`config.mk`:
```
export PLATFORM = sky130hd
export DESIGN_NAME = psram_bus_bridge
export DESIGN_NICKNAME = d
export VERILOG_FILES = /design/src/rtl/psram_bus_bridge_pkg.sv /design/src/rtl/psram_word_buffer.sv /design/src/rtl/psram_bus_bridge.sv
export SDC_FILE = /design/constraint.sdc
export NUM_CORES = 1
export LEC_CHECK = 0
export ABC_AREA = 1
export CAP_MARGIN = 0
export CORE_AREA = 2 2 99 101
export DETAILED_ROUTE_END_ITERATION = 12
export DIE_AREA = 0 0 101 103
export GPL_ROUTABILITY_DRIVEN = 0
export GPL_TIMING_DRIVEN = 0
export PLACE_DENSITY = 0.79
export SLEW_MARGIN = 10
export SYNTH_ARGS = -nofsm -noshare
export SYNTH_HDL_FRONTEND = slang
export SYNTH_SLANG_ARGS = --single-unit
```
`constraint.sdc`:
```
create_clock -name clk -period 3.3 [get_ports clk]
set_input_delay 0.495 -clock clk [delete_from_list [all_inputs] [get_ports clk]]
set_output_delay 0.495 -clock clk [all_outputs]
set_load 0.05 [all_outputs]
```
`src/rtl/psram_bus_bridge_pkg.sv`:
```
// Shared definitions for the CPU-bus to PSRAM bridge: widths, FSM states and
// the byte-lane select helper.
package psram_bus_bridge_pkg;

    localparam int BUS_AW   = 19;
    localparam int PSRAM_AW = 22;
    localparam int TAG_W    = BUS_AW - 1;

    typedef enum logic [2:0] {
        INIT,
        IDLE,
        ISSUE,
        WAIT_ACK,
        WAIT_DONE,
        ACK,
        RELEASE
    } state_e;

    function automatic logic [7:0] lane_sel(input logic [15:0] word, input logic hi);
        return hi ? word[15:8] : word[7:0];
    endfunction

endpackage

```
`src/rtl/psram_word_buffer.sv`:
```
// One-word read buffer: tag compare is combinational, fill and byte-lane update
// take effect on the next clock; a lane update only lands when the tag matches.
module psram_word_buffer
    import psram_bus_bridge_pkg::*;
(
    input  logic             clk,
    input  logic             resetn,
    input  logic [TAG_W-1:0] lookup_tag_i,
    output logic             hit_o,
    output logic [15:0]      data_o,
    input  logic             lane_wr_i,
    input  logic             lane_hi_i,
    input  logic [7:0]       lane_dat_i,
    input  logic             fill_i,
    input  logic [TAG_W-1:0] fill_tag_i,
    input  logic [15:0]      fill_dat_i
);

    logic             valid_q;
    logic [TAG_W-1:0] tag_q;
    logic [15:0]      data_q;

    assign hit_o  = valid_q && (tag_q == lookup_tag_i);
    assign data_o = data_q;

    always_ff @(posedge clk or negedge resetn) begin
        if (!resetn) begin
            valid_q <= 1'b0;
            tag_q   <= '0;
            data_q  <= '0;
        end else if (fill_i) begin
            valid_q <= 1'b1;
            tag_q   <= fill_tag_i;
            data_q  <= fill_dat_i;
        end else if (lane_wr_i && hit_o) begin
            if (lane_hi_i) data_q[15:8] <= lane_dat_i;
            else           data_q[7:0]  <= lane_dat_i;
        end
    end

endmodule

```
`src/rtl/psram_bus_bridge.sv`:
```
// CPU byte bus to PSRAM word-command bridge with a one-word read buffer.
// Ack 2 cycles after accept on a buffer hit, 3 + controller busy time on a miss.
module psram_bus_bridge
    import psram_bus_bridge_pkg::*;
#(
    parameter logic [BUS_AW-1:0] BASE_ADDR = 19'h00000,
    parameter logic [BUS_AW-1:0] WIN_MASK  = 19'h70000,
    parameter bit                BUF_EN    = 1'b1
)(
    input  logic                clk,
    input  logic                resetn,
    input  logic                bus_req,
    input  logic                bus_we,
    input  logic [BUS_AW-1:0]   bus_addr,
    input  logic [7:0]          bus_wdata,
    output logic                bus_ack,
    output logic [7:0]          bus_rdata,
    output logic                mem_read,
    output logic                mem_write,
    output logic                mem_byte_write,
    output logic [PSRAM_AW-1:0] mem_addr,
    output logic [15:0]         mem_din,
    input  logic [15:0]         mem_dout,
    input  logic                mem_busy
);

    state_e            state_q, state_d;
    logic [BUS_AW-1:0] addr_q, addr_d;
    logic              we_q, we_d;
    logic [15:0]       din_q, din_d;
    logic [15:0]       word_q, word_d;
    logic [7:0]        rdata_q, rdata_d;
    logic              ack_q, ack_d;
    logic              rd_q, rd_d;
    logic              wr_q, wr_d;

    logic              in_window;
    logic              buf_hit_raw;
    logic              buf_hit;
    logic [15:0]       buf_data;
    logic              buf_lane_wr;
    logic              buf_fill;

    assign in_window = (bus_addr & WIN_MASK) == BASE_ADDR;
    assign buf_hit   = BUF_EN && buf_hit_raw;

    psram_word_buffer u_buf (
        .clk          (clk),
        .resetn       (resetn),
        .lookup_tag_i (bus_addr[BUS_AW-1:1]),
        .hit_o        (buf_hit_raw),
        .data_o       (buf_data),
        .lane_wr_i    (buf_lane_wr),
        .lane_hi_i    (bus_addr[0]),
        .lane_dat_i   (bus_wdata),
        .fill_i       (buf_fill),
        .fill_tag_i   (addr_q[BUS_AW-1:1]),
        .fill_dat_i   (mem_dout)
    );

    always_comb begin
        state_d     = state_q;
        addr_d      = addr_q;
        we_d        = we_q;
        din_d       = din_q;
        word_d      = word_q;
        rdata_d     = rdata_q;
        ack_d       = 1'b0;
        rd_d        = 1'b0;
        wr_d        = 1'b0;
        buf_lane_wr = 1'b0;
        buf_fill    = 1'b0;
        unique case (state_q)
            INIT: begin
                if (!mem_busy) state_d = IDLE;
            end
            IDLE: begin
                if (bus_req && in_window) begin
                    addr_d = bus_addr;
                    we_d   = bus_we;
                    if (bus_we) begin
                        din_d       = {bus_wdata, bus_wdata};
                        buf_lane_wr = BUF_EN;
                        state_d     = ISSUE;
                    end else if (buf_hit) begin
                        word_d  = buf_data;
                        state_d = ACK;
                    end else begin
                        state_d = ISSUE;
                    end
                end
            end
            ISSUE: begin
                // Never launch a command on top of a controller that is still busy.
                if (!mem_busy) begin
                    rd_d    = !we_q;
                    wr_d    = we_q;
                    state_d = WAIT_ACK;
                end
            end
            WAIT_ACK: begin
                if (mem_busy) state_d = WAIT_DONE;
            end
            WAIT_DONE: begin
                if (!mem_busy) begin
                    if (!we_q) begin
                        word_d   = mem_dout;
                        buf_fill = BUF_EN;
                    end
                    state_d = ACK;
                end
            end
            ACK: begin
                ack_d = 1'b1;
                if (!we_q) rdata_d = lane_sel(word_q, addr_q[0]);
                state_d = RELEASE;
            end
            RELEASE: begin
                if (!bus_req) state_d = IDLE;
            end
            default: state_d = INIT;
        endcase
    end

    always_ff @(posedge clk or negedge resetn) begin
        if (!resetn) begin
            state_q <= INIT;
            addr_q  <= '0;
            we_q    <= 1'b0;
            din_q   <= '0;
            word_q  <= '0;
            rdata_q <= '0;
            ack_q   <= 1'b0;
            rd_q    <= 1'b0;
            wr_q    <= 1'b0;
        end else begin
            state_q <= state_d;
            addr_q  <= addr_d;
            we_q    <= we_d;
            din_q   <= din_d;
            word_q  <= word_d;
            rdata_q <= rdata_d;
            ack_q   <= ack_d;
            rd_q    <= rd_d;
            wr_q    <= wr_d;
        end
    end

    assign bus_ack        = ack_q;
    assign bus_rdata      = rdata_q;
    assign mem_read       = rd_q;
    assign mem_write      = wr_q;
    assign mem_byte_write = wr_q;
    assign mem_addr       = {{(PSRAM_AW-BUS_AW){1'b0}}, addr_q};
    assign mem_din        = din_q;

endmodule

```
# Word-level counts from Yosys, hierarchy flattened
# Cells that the tools add are included.
classes:
  n_eq_ne: 17
  muxes: 31
  n_bitwise: 1
  n_reduce_logical: 16
op_table:
  columns: ["op", "n"]
  rows:
  - ["16-bit two-way mux", 7]
  - ["16-bit case mux with 2 select lines", 1]
  - ["3-bit two-way mux", 8]
  - ["8-bit two-way mux", 3]
  - ["3-bit case mux with 7 select lines", 1]
  - ["19-bit zero test", 1]
  - ["18-bit == test", 1]
  - ["2-bit != test, second input constant", 8]
  - ["6-bit AND reduction", 2]
  - ["1-bit two-way mux", 11]
  - ["3-bit == test, second input constant", 3]
  - ["2-bit AND reduction", 4]
  - ["3-bit by 2-bit == test with 1-bit output, second input constant", 2]
  - ["2-bit nonzero test", 3]
  - ["2-bit by 1-bit != test with 1-bit output, second input constant", 2]
  - ["3-bit by 1-bit == test with 1-bit output, second input constant", 1]
  - ["1-bit logical AND", 3]
  - ["3-bit zero test", 1]
  - ["3-bit AND reduction", 1]
  - ["1-bit zero test", 1]
  - ["1-bit inverter", 1]
totals:
  word_cells: 78
  in_bits: 48
  output_inout_bits: 50
  register_bits: 101

# Depth between registers and ports, before layout
# Gate-level depths: netlist of run 1.
logic_depth:
  word_depth: 7
  mapped_depth: 12
  ltp_nobuf: 12

# Modules after synthesis
# A second synthesis of run 1 with hierarchy kept.
hier_totals:
  cells_unflattened: 626
  hier_area_um2: 4780.8
by_module_without_submodules:
  columns: ["mod", "instances", "area_each_um2", "cells_per_inst"]
  rows:
  - ["psram_bus_bridge", 1, 2867.8, 357]
  - ["psram_word_buffer", 1, 1913.1, 269]

# Least setup slack after synthesis of run 1
# No wires, ideal clock.
synth_path:
  kind: "input-to-reg"
  startpoint: "in bus_addr[16]"
  endpoint: "reg word_q[10]"
  path_buffers: 1
  stages: 8
  arrival_time_ns: 1.594
  setup_slack_ns: 1.640
  path_cell_list: "nor2_1 -> nand3_1 -> nand2_1 -> o21ai_0 -> a211oi_2 -> buf_6 -> nand3_1 -> nand2_1"
synth_via:
  elab_chain_cells: 4
synth_rtl:
  columns: ["item", "line", "text"]
  rows:
  - ["from (decl)", "psram_bus_bridge.sv:14", "input logic [BUS_AW-1:0] bus_addr,"]
  - ["18-bit == test or 19-bit zero test (tied branches)", "psram_word_buffer.sv:23, psram_bus_bridge.sv:44", null]
  - ["1-bit logical AND (on tied branches)", "psram_word_buffer.sv:23, psram_bus_bridge.sv:78", null]
  - ["2-bit by 1-bit != test with 1-bit output (no line) or 2-bit != test (tied branches)", null, null]
  - ["6-bit AND reduction (no line) (*)", null, null]
  - ["to (signal assigned)", "psram_bus_bridge.sv:141", "word_q <= word_d;"]
  - ["to (decl)", "psram_bus_bridge.sv:31", "logic [15:0] word_q, word_d;"]
# Mark *: on every way between the ends. The rest lies on a longest branch, timed or not.
# A chain may end at the register's enable or synchronous reset.

# Final worst setup path of run 1
layout_path:
  startpoint: "reg din_q[13], in the netlist mem_din[13]"
  endpoint: "out mem_din[13]"
layout_rtl:
  columns: ["item", "line", "text"]
  rows:
  - ["from (decl)", "psram_bus_bridge.sv:30", "logic [15:0] din_q, din_d;"]
  - ["from (signal assigned)", "psram_bus_bridge.sv:140", "din_q <= din_d;"]
  - ["to (decl)", "psram_bus_bridge.sv:22", "output logic [15:0] mem_din,"]
# No word-level cell between the ends.

==> key figures, run 1 <==
Detailed routing
  • DRT Pass-1 Iters: 5
  • WL/cell: 14.4 um
  • Via Count: 4,378
  • Vias/cell: 5.25
  • Initial DRC Count: 324
  • Drt total wl: 12,000 um
  • Post-DRT Antenna Nets: 0
  • Remaining DRCs: 0

Floorplan
  • Full die area: 10,400 um2
  • Width of the die: 101 um
  • Area of the core: 9460 um2
  • Initial Util: 49.7%
  • Die Height: 103 um
  • Rows: 36
  • # IOs: 98

Timing
  • Setup WS post-layout: 1.15 ns
  • Final period utilization: 65.3%
  • Tightest Pin Transition: 0.633 ns
  • Minimum clock period: 2.15 ns
  • Count of pins over their slew limit: 0
  • Setup TNS: 0 ns
  • F_max: 464 MHz
  • RSZ-0062 raised after global routing: false
  • Clock Skew: 0.0133 ns
  • Fin. Hold Viols: 0
  • Final-report setup violation count: 0
  • Max_slew headroom: 57.8%
  • Worst hold slack: 0.118 ns

Placement
  • Post-place instance area: 5820 um2
  • Detailed Place HPWL: 8940 um
  • Setup WS pre-CTS: 0.917 ns
  • Port bufs: 94
  • Placed Cells: 818

Clock network
  • Maximum clock insertion buffer count: 2
  • Setup Buffers After CTS: 0
  • Clk pin slew, worst setup/hold paths: 0.10 ns
  • Clock tree root buffer cell: clkbuf_8
  • Number of gates resized after cts: 0
  • Clock latency on the worst-skew pair: 0.37 ns
  • CTS tree: built
  • CTS Sinks: 93
  • H-Tree Depth: 3
  • Num CTS Buffers: 9
  • Hold Buf Count CTS: 0

Power and ir drop
  • Max VDD drop: 0.614 mV
  • Leakage Power: 0.00309 uW
  • Cell Pwr Density: 963 nW/um2

Worst setup path
  • RR Startpoint: state_q[1]
  • CP Data Arrival Time: 1.66 ns
  • Worst Path Required: 2.80 ns
  • Reg2reg setup slack: 1.37 ns
  • Startpoint Class: flip-flop
  • Crit end category: output pin
  • R2r endpoint: mem_din[10]
  • Crit-path max FO: 3
  • Reg2reg path depth: 8
  • CP Class: reg2out

Synth
  • Synth warnings: 0
  • Synth Cell Area: 4700 um2
  • Library cells used by synthesis: 31
  • Number of synthesized register bits: 93
  • FFs w/ async S/R, synth: 100%
  • EDFF count, synth: 0
  • Synth Area per Inst: 7.74 um2
  • Syn Inst Count: 607
  • Seq/Total Area, Yosys: 49.5%
  • Main synth FF type: dfrtp_1

Flow run
  • Number of max-cap violations: 0

Final layout
  • Fraction of layout cells with a size suffix above 1: 6.94%
  • Most frequent cells in the layout: 187 x nand2_1, 93 x dfrtp_1, 93 x clkdlybuf4s50_1
  • Diode count: 0
  • Nets@finish: 763
  • Fin cells: 834
  • Most common cell after layout, fill and taps aside: nand2_1
  • Design Area, Final: 6030 um2
  • Layout Area Growth over Synthesis: 28.4%

Global route
  • Pin count of the biggest net entering global routing: 51
  • Global-route wire length before repair: 19,800 um
  • Grt total ovfl: 0
  • Initial antenna violation count: 0
  • Number of global-route vias before repair: 4,159
  • Global-route usage over all layers: 24.2%

Hold path
  • Hold/Removal Path Class: in2async

Outcome
  • Outcome: finished, final reports clean
## cell families after synthesis
kind of cell | synth area share [%]
buffers and inverters | 10.4
xor gates and xnor gates | 0.373
muxes | 1.70
AOI/OAI and AO/OA | 9.58
DFF | 49.5
and+or+nand+nor | 28.4
other | 0.0798
## critical path, stage by stage, from the launching register on
cell and delay, ns:
dfrtp_1 0.38, buf_4 0.11, clkdlybuf4s50_1 0.80
## worst max-delay path by stage
stage / start / endpoint / slack (ns) / cells past startpoint
after CTS: mem_din[13] / mem_din[13] / 1.14 / 2
after detailed placement: bus_addr[16] / word_q[9] / 0.92 / 9
final: mem_din[13] / mem_din[13] / 1.15 / 2
after global placement: resetn / addr_q[3] / -1.59 / 1
after global routing: bus_addr[16] / word_q[9] / 1.06 / 9
after floorplan: bus_addr[16] / word_q[10] / 1.64 / 8
## per-stage QoR
| step | power (uW) | util (%) |
|---|---|---|
| floorplan | 4030 | - |
| global placement | 4870 | 61.2 |
| detailed placement | 4960 | 61.5 |
| CTS | 5810 | 63.8 |
| global route | 6200 | 63.8 |
| finish | 5810 | 63.8 |
## cells in the mapped netlist, types with 2 or more instances
master    instances  share of area [%]
nor2_4            2               0.48
nand2_1         187                 15
nand4_1           9                1.2
clkbuf_1         14                1.1
buf_2             2               0.21
nor3_1            3               0.32
a21oi_1          28                3.0
inv_1            68                5.4
buf_6             4               0.96
buf_1             2               0.16
inv_2             2               0.16
dfrtp_1          93                 50
buf_4            13                2.1
nor2_1           46                3.7
o21ai_0          58                6.2
mux2i_1           8                1.7
nand3_2           2               0.43
nand3_1          53                5.6
## state kept, by name, summed over array words and instances, names as in the netlist
| register | flops |
|---|---|
| mem_din | 8 |
| bus_ack | 1 |
| we_q | 1 |
| bus_rdata | 8 |
| u_buf.valid_q | 1 |
| word_q | 16 |
| mem_byte_write | 1 |
| addr_q | 19 |
| u_buf.data_o | 16 |
| mem_read | 1 |
| state_q | 3 |
| u_buf.tag_q | 18 |
## layer usage
layer / global-route usage, % / share of wire (%)
met1: 34.3 / 45
met2: 38.2 / 47
met3: 4.34 / 6.1
met4: 7.48 / 1.8
met5: 0 / 0
## where the power goes
group | switching [uW] | leakage (uW) | internal, uW
Clock | 416 | 0.000110 | 429
Combinational | 1900 | 0.00183 | 1060
Sequential | 338 | 0.00114 | 1670
Total | 2660 | 0.00309 | 3150
## area by class of cell
cell class	instances	area, um2
multi-input combinational	409	1890
inverter	71	267
timing repair buffer	95	966
fill	798	3420
clock inverter	7	95.1
sequential	93	2330
tap	114	143
buffer	36	220
clock buffer	9	124
Power figures use the tool's default switching activity.
==> inputs of run 2 (changes only) <==
--- a/config.mk
+++ b/config.mk
@@ -7,12 +7,12 @@
 export LEC_CHECK = 0
 export ABC_AREA = 1
 export CAP_MARGIN = 0
-export CORE_AREA = 2 2 99 101
+export CORE_AREA = 2 2 105 107
 export DETAILED_ROUTE_END_ITERATION = 12
-export DIE_AREA = 0 0 101 103
+export DIE_AREA = 0 0 107 109
 export GPL_ROUTABILITY_DRIVEN = 0
 export GPL_TIMING_DRIVEN = 0
-export PLACE_DENSITY = 0.79
+export PLACE_DENSITY = 0.74
 export SLEW_MARGIN = 10
 export SYNTH_ARGS = -nofsm -noshare
 export SYNTH_HDL_FRONTEND = slang
==> constraint.sdc (replaced) <==
create_clock -name clk -period 1.8 [get_ports clk]
set_input_delay 0.27 -clock clk [delete_from_list [all_inputs] [get_ports clk]]
set_output_delay 0.27 -clock clk [all_outputs]
set_load 0.05 [all_outputs]
==> key figures, run 2 (same netlist as run 1, synthesis figures left out) <==
Hold path
  • Hold/Removal Path Class: in2reg
  • Hold Path Stages: 3

Clock network
  • Clock tree root buffer cell: clkbuf_8
  • Clock latency on the worst-skew pair: 0.35 ns
  • CTS Sinks: 93
  • Num CTS Buffers: 9
  • Maximum clock insertion buffer count: 2
  • H-Tree Depth: 3
  • CTS tree: built
  • Clk pin slew, worst setup/hold paths: 0.09 ns

Final layout
  • Layout Area Growth over Synthesis: 33.2%
  • Design Area, Final: 6260 um2
  • Most frequent cells in the layout: 172 x nand2_1, 93 x dfrtp_1, 58 x inv_1
  • Biggest register: addr_q
  • Fillers: 952
  • Max FFs per register: 19
  • Fin cells: 873
  • Most common cell after layout, fill and taps aside: nand2_1
  • Fraction of layout cells with a size suffix above 1: 14.2%
  • Diode count: 0
  • Biggest regs: addr_q x19, u_buf.tag_q x18
  • Nets@finish: 778
  • Final Util: 59.1%

Floorplan
  • Die Height: 109 um
  • Area of the core: 10,600 um2
  • # IOs: 98
  • Rows: 38
  • Width of the die: 107 um
  • Full die area: 11,700 um2
  • Initial Util: 44.3%

Timing
  • F_max: 567 MHz
  • RSZ-0062 raised after global routing: true
  • Fin. Hold Viols: 0
  • Final-report setup violation count: 0
  • Tightest Pin Transition: 0.672 ns
  • Worst hold slack: 0.253 ns
  • Count of pins over their slew limit: 0
  • Final period utilization: 98.1%
  • Clock Skew: 0.0100 ns
  • Max_slew headroom: 55.2%
  • Setup TNS: 0 ns
  • Minimum clock period: 1.77 ns

Power and ir drop
  • Reg power frac: 35.4%
  • Cell Pwr Density: 1670 nW/um2
  • Leakage Power: 0.00342 uW
  • Max VDD drop: 0.738 mV
  • P_int: 5530 uW
  • Clock network power share: 13.1%
  • Gate power share: 51.5%
  • Switching power: 4920 uW
  • Net Sw Frac: 47.1%

Worst setup path
  • Crit-path max cell delay: 0.80 ns
  • Top delay family on crit path: buffers and inverters
  • Crit-path max FO: 2
  • CP bufs+invs: 1
  • Reg2reg path depth: 6
  • CP max-delay cell: clkdlybuf4s50_1
  • Worst-path cell chain: clkdlybuf4s50_1
  • Worst path depth: 1
  • Worst Path Required: 1.53 ns
  • Startpoint Class: flip-flop
  • CP Data Arrival Time: 1.50 ns
  • Crit end category: output pin
  • CP Class: reg2out

Detailed routing
  • Remaining DRCs: 0
  • Post-DRT Antenna Nets: 0
  • DRT Pass-1 Iters: 5
  • Drt total wl: 12,700 um
  • Via Count: 4,462
  • Vias/cell: 5.11
  • WL/cell: 14.6 um
  • Initial DRC Count: 465

Flow run
  • Number of max-cap violations: 0

Global route
  • Number of global-route vias before repair: 4,186
  • Global-route usage over all layers: 22.3%
  • Global-route wire length before repair: 20,600 um
  • Pin count of the biggest net entering global routing: 53
  • Initial antenna violation count: 0
  • Grt total ovfl: 0

Placement
  • Placed Cells: 844
  • Port bufs: 94
  • Post-place instance area: 5840 um2
  • Detailed Place HPWL: 9130 um

Outcome
  • Outcome: finished, final reports clean
==> run 2: layer usage <==
metal	share of wire (%)	wire length [um]	GRT usage [%]	up-vias
li1	-	-	-	2158
met1	44	5570	31.9	2078
met2	47	6050	34.4	198
met3	6.8	868	3.23	28
met4	2.0	259	8.44	0
met5	0	0	0	-
==> run 2: worst paths after layout <==
check	from	to	slack, ns
worst max-delay path	bus_rdata[5]	bus_rdata[5]	0.03
worst min-delay path	bus_addr[10]	addr_q[10]	0.25
worst max register to register	state_q[1]	addr_q[0]	0.07
worst min register to register	u_buf.valid_q	u_buf.valid_q	0.48
max in group asynchronous	resetn	word_q[1]	0.64
min in group asynchronous	resetn	addr_q[3]	0.50
==> run 2: power groups by stage <==
stage / sequential [uW] / clock [uW] / combinational [uW]
global route: 3830 / 1460 / 5840
detailed placement: 3710 / 0 / 5390
global placement: 3660 / 0 / 5290
floorplan: 4940 / 0 / 2450
CTS: 3660 / 1390 / 5200
finish: 3700 / 1370 / 5380
==> run 2: area by class of cell <==
| cell class | count | area (um2) | share of cell area (%) |
|---|---|---|---|
| tap | 140 | 175 | 2.80 |
| sequential | 93 | 2330 | 37.2 |
| clock buffer | 10 | 138 | 2.20 |
| multi-input combinational | 410 | 2000 | 31.9 |
| inverter | 71 | 268 | 4.28 |
| buffer | 36 | 244 | 3.90 |
| timing repair buffer | 109 | 1060 | 16.9 |
| clock inverter | 4 | 50.0 | 0.799 |
==> run 2: stage by stage <==
step | power, uW | setup slack, ns
2_1_floorplan | 7390 | 0.209
3_3_place_gp | 8950 | -2.92
3_5_place_dp | 9100 | -0.358
4_1_cts | 10200 | 0.0000879
5_1_grt | 11100 | -0.0251
6_report | 10400 | 0.0350
==> run 2: what timing repair did <==
action                     4_1_cts  5_1_grt
setup buffers                    5        7
setup endpoints to repair       63       81
cloned                           1        1
resized for setup               40       78
hold endpoints to repair        51        0
hold buffers                     1        0
pin swaps                        4       13
==> inputs of run 3 (changes only) <==
--- a/config.mk
+++ b/config.mk
@@ -5,14 +5,13 @@
 export SDC_FILE = /design/constraint.sdc
 export NUM_CORES = 1
 export LEC_CHECK = 0
-export ABC_AREA = 1
 export CAP_MARGIN = 0
-export CORE_AREA = 2 2 105 107
+export CORE_AREA = 2 2 101 103
 export DETAILED_ROUTE_END_ITERATION = 12
-export DIE_AREA = 0 0 107 109
+export DIE_AREA = 0 0 103 105
 export GPL_ROUTABILITY_DRIVEN = 0
 export GPL_TIMING_DRIVEN = 0
-export PLACE_DENSITY = 0.74
+export PLACE_DENSITY = 0.76
 export SLEW_MARGIN = 10
 export SYNTH_ARGS = -nofsm -noshare
 export SYNTH_HDL_FRONTEND = slang
==> key figures, run 3 <==
Worst setup path
  • Reg2reg setup slack: -0.21 ns
  • Startpoint Class: flip-flop
  • Crit-path max FO: 5
  • Crit end category: flip-flop
  • CP Data Arrival Time: 2.27 ns
  • Setup crit end: word_q[5]
  • R2r endpoint: word_q[5]
  • Reg2reg path depth: 6
  • RR Startpoint: u_buf.tag_q[17]
  • CP startpoint: u_buf.tag_q[17]
  • Worst Path Required: 2.07 ns
  • CP Class: reg2reg

Synth
  • Simple-Gate Fraction of Synth Area: 15.3%
  • Synth Area per Inst: 11.9 um2
  • Compound-Gate Fraction of Synth Area: 7.84%
  • EDFF count, synth: 0
  • FFs w/ async S/R, synth: 100%
  • Synth top area share: 53.0%
  • Most frequent cells after synthesis: 93 x dfrtp_1, 57 x mux2_2, 51 x nand2_1, 19 x and2_1, 14 x nor2_1
  • Mux share of post-synthesis cell area: 16.7%
  • Synth Cell Area: 4390 um2
  • Number of synthesized register bits: 93
  • Top area cells in the synthesized netlist: dfrtp_1 53%, mux2_2 15%, nand2_1 4.4%, a221o_2 3.3%, and2_1 2.7%
  • Adder-Cell Fraction of Synth Area: 0%
  • Yosys top cell by area: dfrtp_1
  • Library cells used by synthesis: 49
  • Main combinational cell family by area after synthesis: multiplexers
  • Seq/Total Area, Yosys: 53.0%
  • Main synth FF type: dfrtp_1
  • Syn Inst Count: 368
  • Post-synthesis xor/xnor area fraction: 2.99%
  • Count leader, synth: dfrtp_1
  • Synth warnings: 0

Timing
  • Tightest Pin Transition: 0.687 ns
  • Final-report setup violation count: 49
  • RSZ-0062 raised after global routing: true
  • Worst hold slack: 0.278 ns
  • Minimum clock period: 2.01 ns
  • Clock Skew: 0.00917 ns
  • F_max: 498 MHz
  • Setup TNS: -5.70 ns
  • Fin. Hold Viols: 0
  • Count of pins over their slew limit: 0
  • Final period utilization: 112%
  • Setup WS post-layout: -0.209 ns
  • Max_slew headroom: 54.2%

Global route
  • Met3 Use GR: 5.82%
  • Grt total ovfl: 0
  • Initial antenna violation count: 0
  • Global-route usage over all layers: 22.4%
  • Number of global-route vias before repair: 3,610
  • Global-route wire length before repair: 18,500 um
  • Pin count of the biggest net entering global routing: 52
  • Routing usage on met2: 37.2%
  • Top Usage Layer GRT: met2
  • Met1 GRT Util: 28.3%

Power and ir drop
  • P_int: 5040 uW
  • Net Sw Frac: 42.6%
  • Cell Pwr Density: 1370 nW/um2
  • Leakage Power: 0.00320 uW
  • Gate power share: 46.9%
  • Reg power frac: 36.2%
  • Clock network power share: 16.9%
  • Switching power: 3740 uW
  • Max VDD drop: 1.03 mV

Floorplan
  • Initial Util: 45.5%
  • Rows: 36
  • # IOs: 98
  • Full die area: 10,800 um2
  • Width of the die: 103 um
  • Area of the core: 9640 um2
  • Die Height: 105 um

Detailed routing
  • Via Count: 3,400
  • Initial DRC Count: 194
  • Drt total wl: 12,300 um
  • Vias/cell: 5.28
  • WL/cell: 19.2 um
  • Remaining DRCs: 0
  • Post-DRT Antenna Nets: 0
  • DRT Pass-1 Iters: 4

Outcome
  • Outcome: complete, but fails checks
  • Failing checks: setup timing

Hold path
  • Hold/Removal Path Class: in2reg
  • Hold Path Stages: 3

Final layout
  • Most frequent cells in the layout: 93 x dfrtp_1, 51 x nand2_1, 49 x dlygate4sd2_1
  • Max FFs per register: 19
  • Biggest register: addr_q
  • Most common cell after layout, fill and taps aside: dfrtp_1
  • Biggest regs: addr_q x19, u_buf.tag_q x18
  • Fraction of layout cells with a size suffix above 1: 34.1%
  • Diode count: 0
  • Nets@finish: 554
  • Layout Area Growth over Synthesis: 45.7%

Clock network
  • H-Tree Depth: 3
  • CTS Sinks: 93
  • Maximum clock insertion buffer count: 2
  • Clock tree root buffer cell: clkbuf_8
  • CTS tree: built
  • Clock latency on the worst-skew pair: 0.37 ns
  • Num CTS Buffers: 9
  • Clk pin slew, worst setup/hold paths: 0.10 ns

Placement
  • Detailed Place HPWL: 7740 um
  • Port bufs: 94

Flow run
  • Number of max-cap violations: 0
## run 3: cell families after synthesis
kind of cell              after synthesis
xor gates and xnor gates               15
muxes                                  66
AOI/OAI and AO/OA                      42
other                                   1
and+or+nand+nor                       120
buffers and inverters                  31
DFF                                    93
## run 3: worst min path at each step
stage,start,to,slack (ns)
finish,bus_addr[12],addr_q[12],0.28
global placement,u_buf.valid_q,u_buf.valid_q,0.45
CTS,bus_addr[10],addr_q[10],0.32
detailed placement,resetn,mem_din[12],0.34
floorplan,resetn,addr_q[0],-0.03
global route,bus_addr[12],addr_q[12],0.28
## run 3: power by group through the flow
| stage | registers (uW) | logic [uW] | clock network, uW |
|---|---|---|---|
| 2_1_floorplan | 4220 | 1670 | 0 |
| 3_3_place_gp | 3150 | 3950 | 0 |
| 3_5_place_dp | 3190 | 4010 | 0 |
| 4_1_cts | 3150 | 3960 | 1490 |
| 5_1_grt | 3260 | 4360 | 1590 |
| 6_report | 3180 | 4120 | 1490 |
## run 3: critical path, cell delays in order (launching register included)
cell and delay [ns]:
dfrtp_1 0.42, xor2_2 0.17, nor4_2 0.31, and4_4 0.28, a31o_4 0.24, clkbuf_16 0.18, mux2_4 0.29
## run 3: final cells by class
class	count	area, um2
buffer	24	203
tap	133	166
timing repair buffer	128	1260
sequential	93	2330
clock inverter	5	58.8
inverter	4	15.0
fill	739	3240
multi-input combinational	246	2210
clock buffer	11	151
## run 3: routing by layer
metal | part of all wire [%] | up-vias
met1 | 42 | 1705
met5 | 0 | -
met2 | 51 | 120
met3 | 5.5 | 16
met4 | 1.3 | 0
li1 | - | 1559
## run 3: timing repair
action / 4_1_cts / 5_1_grt
gates resized for setup: 86 / 42
pin swaps: 27 / 12
buffers inserted: 18 / 11
hold buffers: 1 / 0
hold endpoints to repair: 50 / 0
cloned: 0 / 3
endpoints found under the setup margin: 115 / 76
## run 3: through the flow
| step | cell area (um2) | setup WS (ns) | std cells | utilization (%) | power [uW] |
|---|---|---|---|---|---|
| after floorplan | 4470 | -0.107 | 370 | - | 5890 |
| final | 6400 | -0.209 | 644 | 66.4 | 8780 |
| after global placement | 5580 | -2.89 | 597 | 57.9 | 7100 |
| after CTS | 6100 | -0.177 | 633 | 63.3 | 8610 |
| after detailed placement | 5600 | -0.951 | 598 | 58.1 | 7200 |
| after global routing | 6400 | -0.301 | 644 | 66.4 | 9210 |
